File: src/rtl/spi_display_pkg.sv
// rtl/spi_display_pkg.sv - shared types for the display-link receiver
package spi_display_pkg;
  localparam int DISP_DATA_W = 8;

  typedef enum logic {RX_IDLE, RX_SHIFT} rx_state_e;

  typedef struct packed {
    logic                   is_data;
    logic [DISP_DATA_W-1:0] data;
  } disp_byte_t;
endpackage

File: src/rtl/spi_rx_sync.sv
// rtl/spi_rx_sync.sv - single-bit multi-flop synchroniser with selectable reset value
module spi_rx_sync #(
  parameter int   SYNC_STAGES = 2,
  parameter logic RESET_VAL   = 1'b0
) (
  input  logic clk_i,
  input  logic rst_i,
  input  logic d_i,
  output logic q_o
);
  logic [SYNC_STAGES-1:0] ff_q;

  always_ff @(posedge clk_i or posedge rst_i) begin
    if (rst_i) ff_q <= {SYNC_STAGES{RESET_VAL}};
    else       ff_q <= {ff_q[SYNC_STAGES-2:0], d_i};
  end

  assign q_o = ff_q[SYNC_STAGES-1];
endmodule

File: src/rtl/spi_display_rx.sv
// rtl/spi_display_rx.sv - display-link SPI mode-0 receiver; SPI_DISPLAY_RX_FIFO_EN selects FIFO output stage
module spi_display_rx
  import spi_display_pkg::*;
#(
  parameter int SYNC_STAGES = 2,
  parameter int DATA_W      = DISP_DATA_W,
  parameter int FIFO_DEPTH  = 4
) (
  input  logic              Clock,
  input  logic              Reset,
  input  logic              SCLK,
  input  logic              SDIN,
  input  logic              DnC,
  input  logic              nCS,
  output logic [DATA_W-1:0] RxData,
  output logic              RxIsData,
  output logic              RxValid,
  input  logic              RxReady,
  input  logic              ClearStatus,
  output logic              Overflow,
  output logic              FrameError,
  output logic              Busy
);
  localparam int CNT_W = $clog2(DATA_W);
  localparam logic [CNT_W-1:0] CNT_LAST = CNT_W'(DATA_W - 1);

  logic s_sclk, s_sdin, s_dnc, s_ncs;

  spi_rx_sync #(.SYNC_STAGES(SYNC_STAGES), .RESET_VAL(1'b0)) u_sync_sclk (
    .clk_i(Clock), .rst_i(Reset), .d_i(SCLK), .q_o(s_sclk));
  spi_rx_sync #(.SYNC_STAGES(SYNC_STAGES), .RESET_VAL(1'b0)) u_sync_sdin (
    .clk_i(Clock), .rst_i(Reset), .d_i(SDIN), .q_o(s_sdin));
  spi_rx_sync #(.SYNC_STAGES(SYNC_STAGES), .RESET_VAL(1'b0)) u_sync_dnc (
    .clk_i(Clock), .rst_i(Reset), .d_i(DnC), .q_o(s_dnc));
  spi_rx_sync #(.SYNC_STAGES(SYNC_STAGES), .RESET_VAL(1'b1)) u_sync_ncs (
    .clk_i(Clock), .rst_i(Reset), .d_i(nCS), .q_o(s_ncs));

  logic                sclk_q;
  rx_state_e           state_q;
  logic [CNT_W-1:0]    cnt_q;
  logic [DATA_W-1:0]   shift_q;
  logic                done_q;
  logic [DATA_W:0]     done_byte_q;
  logic                frame_err_q;
  logic                ovf_q;

  logic                rise, last;
  logic [DATA_W-1:0]   shifted;
  logic [CNT_W-1:0]    cnt_d;

  assign rise    = s_sclk & ~sclk_q;
  assign last    = rise && (cnt_q == CNT_LAST);
  assign shifted = {shift_q[DATA_W-2:0], s_sdin};
  assign cnt_d   = last ? '0 : (rise ? cnt_q + CNT_W'(1) : cnt_q);

  // A rise in the same cycle as nCS release is consumed before the release is judged.
  always_ff @(posedge Clock or posedge Reset) begin
    if (Reset) begin
      sclk_q      <= 1'b0;
      state_q     <= RX_IDLE;
      cnt_q       <= '0;
      shift_q     <= '0;
      done_q      <= 1'b0;
      done_byte_q <= '0;
      frame_err_q <= 1'b0;
    end else begin
      sclk_q      <= s_sclk;
      done_q      <= 1'b0;
      frame_err_q <= 1'b0;
      case (state_q)
        RX_IDLE: begin
          cnt_q <= '0;
          if (!s_ncs) state_q <= RX_SHIFT;
        end
        RX_SHIFT: begin
          if (rise) shift_q <= shifted;
          cnt_q <= cnt_d;
          if (last) begin
            done_q      <= 1'b1;
            done_byte_q <= {s_dnc, shifted};
          end
          if (s_ncs) begin
            state_q     <= RX_IDLE;
            frame_err_q <= (cnt_d != '0);
          end
        end
      endcase
    end
  end

  logic pop, push, full, ovf_set;
  assign pop     = RxValid && RxReady;
  assign push    = done_q && (!full || pop);
  assign ovf_set = done_q && full && !pop;

`ifdef SPI_DISPLAY_RX_FIFO_EN
  localparam int AW = $clog2(FIFO_DEPTH);

  logic [DATA_W:0] mem_q [FIFO_DEPTH];
  logic [AW:0]     wr_q, rd_q;

  assign full                = (wr_q[AW] != rd_q[AW]) && (wr_q[AW-1:0] == rd_q[AW-1:0]);
  assign RxValid             = (wr_q != rd_q);
  assign {RxIsData, RxData}  = mem_q[rd_q[AW-1:0]];

  always_ff @(posedge Clock or posedge Reset) begin
    if (Reset) begin
      wr_q <= '0;
      rd_q <= '0;
      for (int i = 0; i < FIFO_DEPTH; i++) mem_q[i] <= '0;
    end else begin
      if (push) begin
        mem_q[wr_q[AW-1:0]] <= done_byte_q;
        wr_q                <= wr_q + 1'b1;
      end
      if (pop) rd_q <= rd_q + 1'b1;
    end
  end
`else
  logic [DATA_W:0] hold_q;
  logic            valid_q;

  assign full               = valid_q;
  assign RxValid            = valid_q;
  assign {RxIsData, RxData} = hold_q;

  always_ff @(posedge Clock or posedge Reset) begin
    if (Reset) begin
      hold_q  <= '0;
      valid_q <= 1'b0;
    end else if (push) begin
      hold_q  <= done_byte_q;
      valid_q <= 1'b1;
    end else if (pop) begin
      valid_q <= 1'b0;
    end
  end
`endif

  always_ff @(posedge Clock or posedge Reset) begin
    if (Reset)            ovf_q <= 1'b0;
    else if (ovf_set)     ovf_q <= 1'b1;
    else if (ClearStatus) ovf_q <= 1'b0;
  end

  assign Overflow   = ovf_q;
  assign FrameError = frame_err_q;
  assign Busy       = (state_q == RX_SHIFT);
endmodule

File: config.mk
export PLATFORM = sky130hd
export DESIGN_NAME = spi_display_rx
export DESIGN_NICKNAME = d
export VERILOG_FILES = /design/src/rtl/spi_display_pkg.sv /design/src/rtl/spi_rx_sync.sv /design/src/rtl/spi_display_rx.sv
export SDC_FILE = /design/constraint.sdc
export NUM_CORES = 1
export LEC_CHECK = 0
export ABC_AREA = 1
export BUFFER_PORTS_ARGS = -buffer_cell sky130_fd_sc_hd__buf_4
export CORE_ASPECT_RATIO = 1.75
export CORE_UTILIZATION = 52
export CTS_CLUSTER_DIAMETER = 100
export CTS_CLUSTER_SIZE = 30
export DETAILED_ROUTE_END_ITERATION = 10
export GPL_ROUTABILITY_DRIVEN = 0
export PLACE_DENSITY = 0.83
export RECOVER_POWER = 100
export SYNTH_ARGS = -nofsm -noshare
export SYNTH_HDL_FRONTEND = slang
export SYNTH_HIERARCHICAL = 1
export SYNTH_SLANG_ARGS = --single-unit
File: constraint.sdc
create_clock -name Clock -period 3.28 [get_ports Clock]
set_input_delay 0.492 -clock Clock [delete_from_list [all_inputs] [get_ports Clock]]
set_output_delay 0.492 -clock Clock [all_outputs]
set_load 0.01 [all_outputs]
* Word-level counts from Yosys, hierarchy flattened
Cells that the tools add are included.
** Storage, ports and cells
- Memories :: 0
- Output and inout bits :: 13
- Memory bits (writable) :: 0
- Latch bits :: 0
- Logic and storage cells :: 44
- ROM bits :: 0
- Input port bits :: 8
- Register bits :: 42
** Cells by class
- Div/mod/pow operators :: 0
- Shifts and indexed selects :: 0
- Multipliers :: 0
- $add $sub $neg :: 1
- Bitwise logic cells :: 3
- Reductions and logical operators :: 13
- Equality and inequality tests :: 1
- Magnitude comparators :: 0
- Mux-type cells :: 12
** Operators with widths (count)
- 1-bit 2-to-1 mux :: 9
- 3-bit 2-to-1 mux :: 2
- 3-bit case mux with 2 select lines :: 1
- 1-bit logical AND :: 5
- 2-bit AND reduction :: 2
- 2-bit nonzero test :: 2
- 3-bit by 1-bit adder with 3-bit output, second input constant :: 1
- 3-bit == test, second input constant :: 1
- 3-bit nonzero test :: 1
- 1-bit zero test :: 2
- 1-bit NOT :: 2
- 1-bit AND :: 1
- 1-bit logical OR :: 1

* Longest topological paths before layout
- Depth after elaboration :: 7
- Mapped depth :: 9
- Mapped depth without buffers :: 9

* Hierarchy
The synthesis kept the hierarchy.
** By module, submodules not included
- spi_display_rx :: instances 1, area an instance 1386.3 µm², cells each 145
- spi_rx_sync (u_sync_dnc ...) :: instances 3, area an instance 53.8 µm², cells each 3
- spi_rx_sync (u_sync_ncs) :: instances 1, area an instance 56.3 µm², cells each 3

* Worst setup path after synthesis
OpenSTA, ideal clock, no wires.
- Path kind :: register -> register
- From :: register cnt_q[0]
- To :: register frame_err_q (netlist: FrameError)
- Period minus slack after synthesis :: 1250 ps
- Arrival :: 1135 ps
- Setup time :: 115 ps
- Path buffers :: 0
- Setup slack :: 2030 ps
- Required time :: 3165 ps
- Stages on the path, launching flop included :: 9
- Path through :: dfrtp_1 > ha_1 > ha_1 > nand2_1 > nand2_1 > nand2_1 > nand2_1 > nor2_1 > nor2_1
** On the way
- Word-level cells in the longest chain between the ends :: 6
- Elaborated cells between the ends (all ways) :: 8
- Classes of those cells :: add/sub: 1; eq/ne: 1; mux: 4; reduce/logical: 2
** RTL lines
- from (decl) :: line spi_display_rx.sv:40 : logic [CNT_W-1:0] cnt_q;
- from (signal assigned) :: line spi_display_rx.sv:77 : cnt_q <= cnt_d;
- 3-bit by 1-bit adder with 3-bit output / 3-bit == test (equally long branches) :: line spi_display_rx.sv:54, spi_display_rx.sv:52
- 3-bit 2-to-1 mux / 1-bit logical AND (equally long branches) :: line spi_display_rx.sv:54, spi_display_rx.sv:52
- 3-bit 2-to-1 mux * :: line spi_display_rx.sv:54 : assign cnt_d = last ? '0 : (rise ? cnt_q + CNT_W'(1) : cnt_q);
- 3-bit nonzero test * :: line spi_display_rx.sv:84 : frame_err_q <= (cnt_d != '0);
- 1-bit 2-to-1 mux * :: line spi_display_rx.sv:82 : if (s_ncs) begin
- 1-bit 2-to-1 mux * :: line spi_display_rx.sv:70 : case (state_q)
- to (signal assigned) :: line spi_display_rx.sv:84
- to (decl) :: line spi_display_rx.sv:44 : logic frame_err_q;
Mark *: on every way between the ends. The rest lies on a longest branch, timed or not.
A chain may end at the register's enable or synchronous reset.

==> metrics.cfg <==
[setup_path]
cp_common_cell=clkbuf_1
cpPeakStageDelay_ps=1240
critPathArrivalTime_ps=1930
critPathKind=input pin to asynchronous set/reset pin
cp_max_fo=34
startpoint=Reset
cp-start-kind=input pin
r2r_start=cnt_q[0]
cp_cell_sequence=clkbuf_1, inv_1, clkbuf_1
slowest_stage=clkbuf_1
cp-end-kind=asynchronous set/reset pin
required_ps=3350

[min_path]
hold_path_class=input pin to asynchronous set/reset pin

[global_route]
grt.total_usage_pct=19.00
grt_max_degree=35
antenna_found_initial=0
grt_pass1_wl_mm=4.526
grt_pass1_vias=1145
grt-ovfl-total=0

[sta]
rsz0062_at_grt=no
maxSlewHeadroom_pct=-15.58
hold_viol_final=0
layout_setup_ws_ps=1415
tns_ps=0
finalSetupViolCount=0
fin_crit_sh_pct=56.87
fin_worst_skew_ps=8.898
timing.fmax_mhz=536.1
min_period_ps=1865
drv_slew=35
tightest_slew_ps=1734

[clock_network]
ctsHoldBuffers=0
cts_tree=done
insertion_delay_ps=290
post-cts-setup-buffer-count=0
clockBufferDepth=2
htree_levels=2
cts_buffers=5
cts_root_buf=clkbuf_8
clk_pin_slew_ps=70
cts.repair.resized=0
cts.sinks=42

[logic_synthesis]
yosysSeqAreaShare_pct=65.68
synth_edf_count=0
synth_cells=157
synthArstFlopShare_pct=100.0
ys.flop_type=dfrtp_1
synth_seq_cells=42
syn_avg_cell_area_um2=10.22
synth_cell_type_count=18
syn-cell-area_mm2=0.001604
syn_nets=167
ys_warn_count=6

[drt]
drc=1
vias_per_cell=5.190
drt_first_iter_violations=25
firstDrtPassIters=9
wl_mm=2.617
drtAntennaViolNets=0
vias=1090
wl_per_cell_um=12.46

[pwr]
p_leak_uw=0.0009354
power_density_mw_per_mm2=542.6
ir_drop_mv=0.3345

[run]
drv_cap=1

[final_layout]
area_growth_pct=9.438
nFillCells=270
drive_above_1_share_pct=8.791
diodes=0
layout.nets=191

[die]
die_h_um=75.47
fp.dieW_um=43.99
ioPinCount=21
core-area_mm2=0.002928
dieArea_mm2=0.003320
rows=26
initial_core_util_pct=54.79

[place]
place_hpwl_mm=2.002
post-place-ws_ps=1822
io_buffers=20

[status]
violations=DRC, capacitance limit, slew limit
status=finished with violations

[kinds of logic after synthesis]
logic type / count (synthesis) / synth area share, %
AOI/OAI and AO/OA: 18 / 7.332
adders and majority gates: 2 / 1.560
buffers and inverters: 28 / 7.566
DFF: 42 / 65.68
and+or+nand+nor: 67 / 17.86
[flip-flops by register name (all words and copies together) (netlist names)]
signal / count
u_sync_sclk/ff_q: 2
done_q: 1
hold_q: 9
u_sync_ncs/ff_q: 2
cnt_q: 3
done_byte_q: 9
shift_q: 7
RxValid: 1
u_sync_sdin/ff_q: 2
u_sync_dnc/ff_q: 2
FrameError: 1
Overflow: 1
Busy: 1
sclk_q: 1
[layout by cell type (no fill, tap or decap), types with 4 or more instances in the layout]
master,instances
clkbuf_1,16
dfrtp_1,40
o21ai_0,13
nand3_1,10
clkbuf_4,4
inv_1,24
clkbuf_8,6
nand2_1,52
nor2_1,5
[area by class of cell]
cell class	count	area, um^2	area share, %
Clock buffer	7	86.33	4.918
Clock inverter	1	5.005	0.2851
Inverter	24	90.09	5.132
Multi-Input combinational cell	87	384.1	21.88
Sequential cell	42	1054	60.01
Tap cell	28	35.03	1.996
Timing Repair Buffer	21	101.3	5.773
[cells in the mapped netlist, types with 2 or more instances]
library cell	n	share of area, %
dfrtp_1	40	62
o21ai_1	7	2.2
ha_1	2	1.6
nand3_1	9	2.8
dfstp_2	2	3.3
nand2_1	51	12
nor2_1	4	0.94
o21ai_2	7	3.8
buf_6	2	1.4
o21ai_0	2	0.62
inv_1	24	5.6
[path summary, 6_finish.rpt]
check / end / slack, ps / cells after the start
worst max-delay path: cnt_q[0] / 1410 / 3
worst min register to register: u_sync_sclk/ff_q[1] / 350 / 0
min in group Clock: u_sync_ncs/ff_q[0] / 320 / 1
worst max register to register: done_byte_q[7] / 1610 / 6
max in group Clock: done_byte_q[7] / 1610 / 6
worst min-delay path: u_sync_dnc/ff_q[1] / 90 / 2
[critical path, delay by kind of cell]
family | cells | cell delay, ps
buffers and inverters | 3 | 1420
[report_power, final]
part	internal [uW]	total, uW	leakage, uW	switching (uW)
clock network	169	328	0.0000482	159
registers	547	563	0.000554	15.5
logic	20.7	61.7	0.000333	41.0
[per-stage QoR]
step                      total power [uW]  util, %  hold slack (ps)  cells  area, um^2
after floorplan                      618.9        -            233.2    157        1604
after global routing                 990.8    59.96            114.9    210        1755
after CTS                            970.8    63.42            71.84    210        1857
final                                952.5    59.96            90.22    210        1755
after detailed placement             645.8    60.30            335.8    202        1765
after global placement               637.1    60.30            332.9    202        1765
[layer usage]
layer  global-route usage, %  part of all wire [%]
met5                       0                     0
met2                   35.82                    56
met3                   4.265                   3.9
met4                   13.47                   3.9
met1                   17.17                    36
Note: power is estimated with default switching activity, not from simulation.
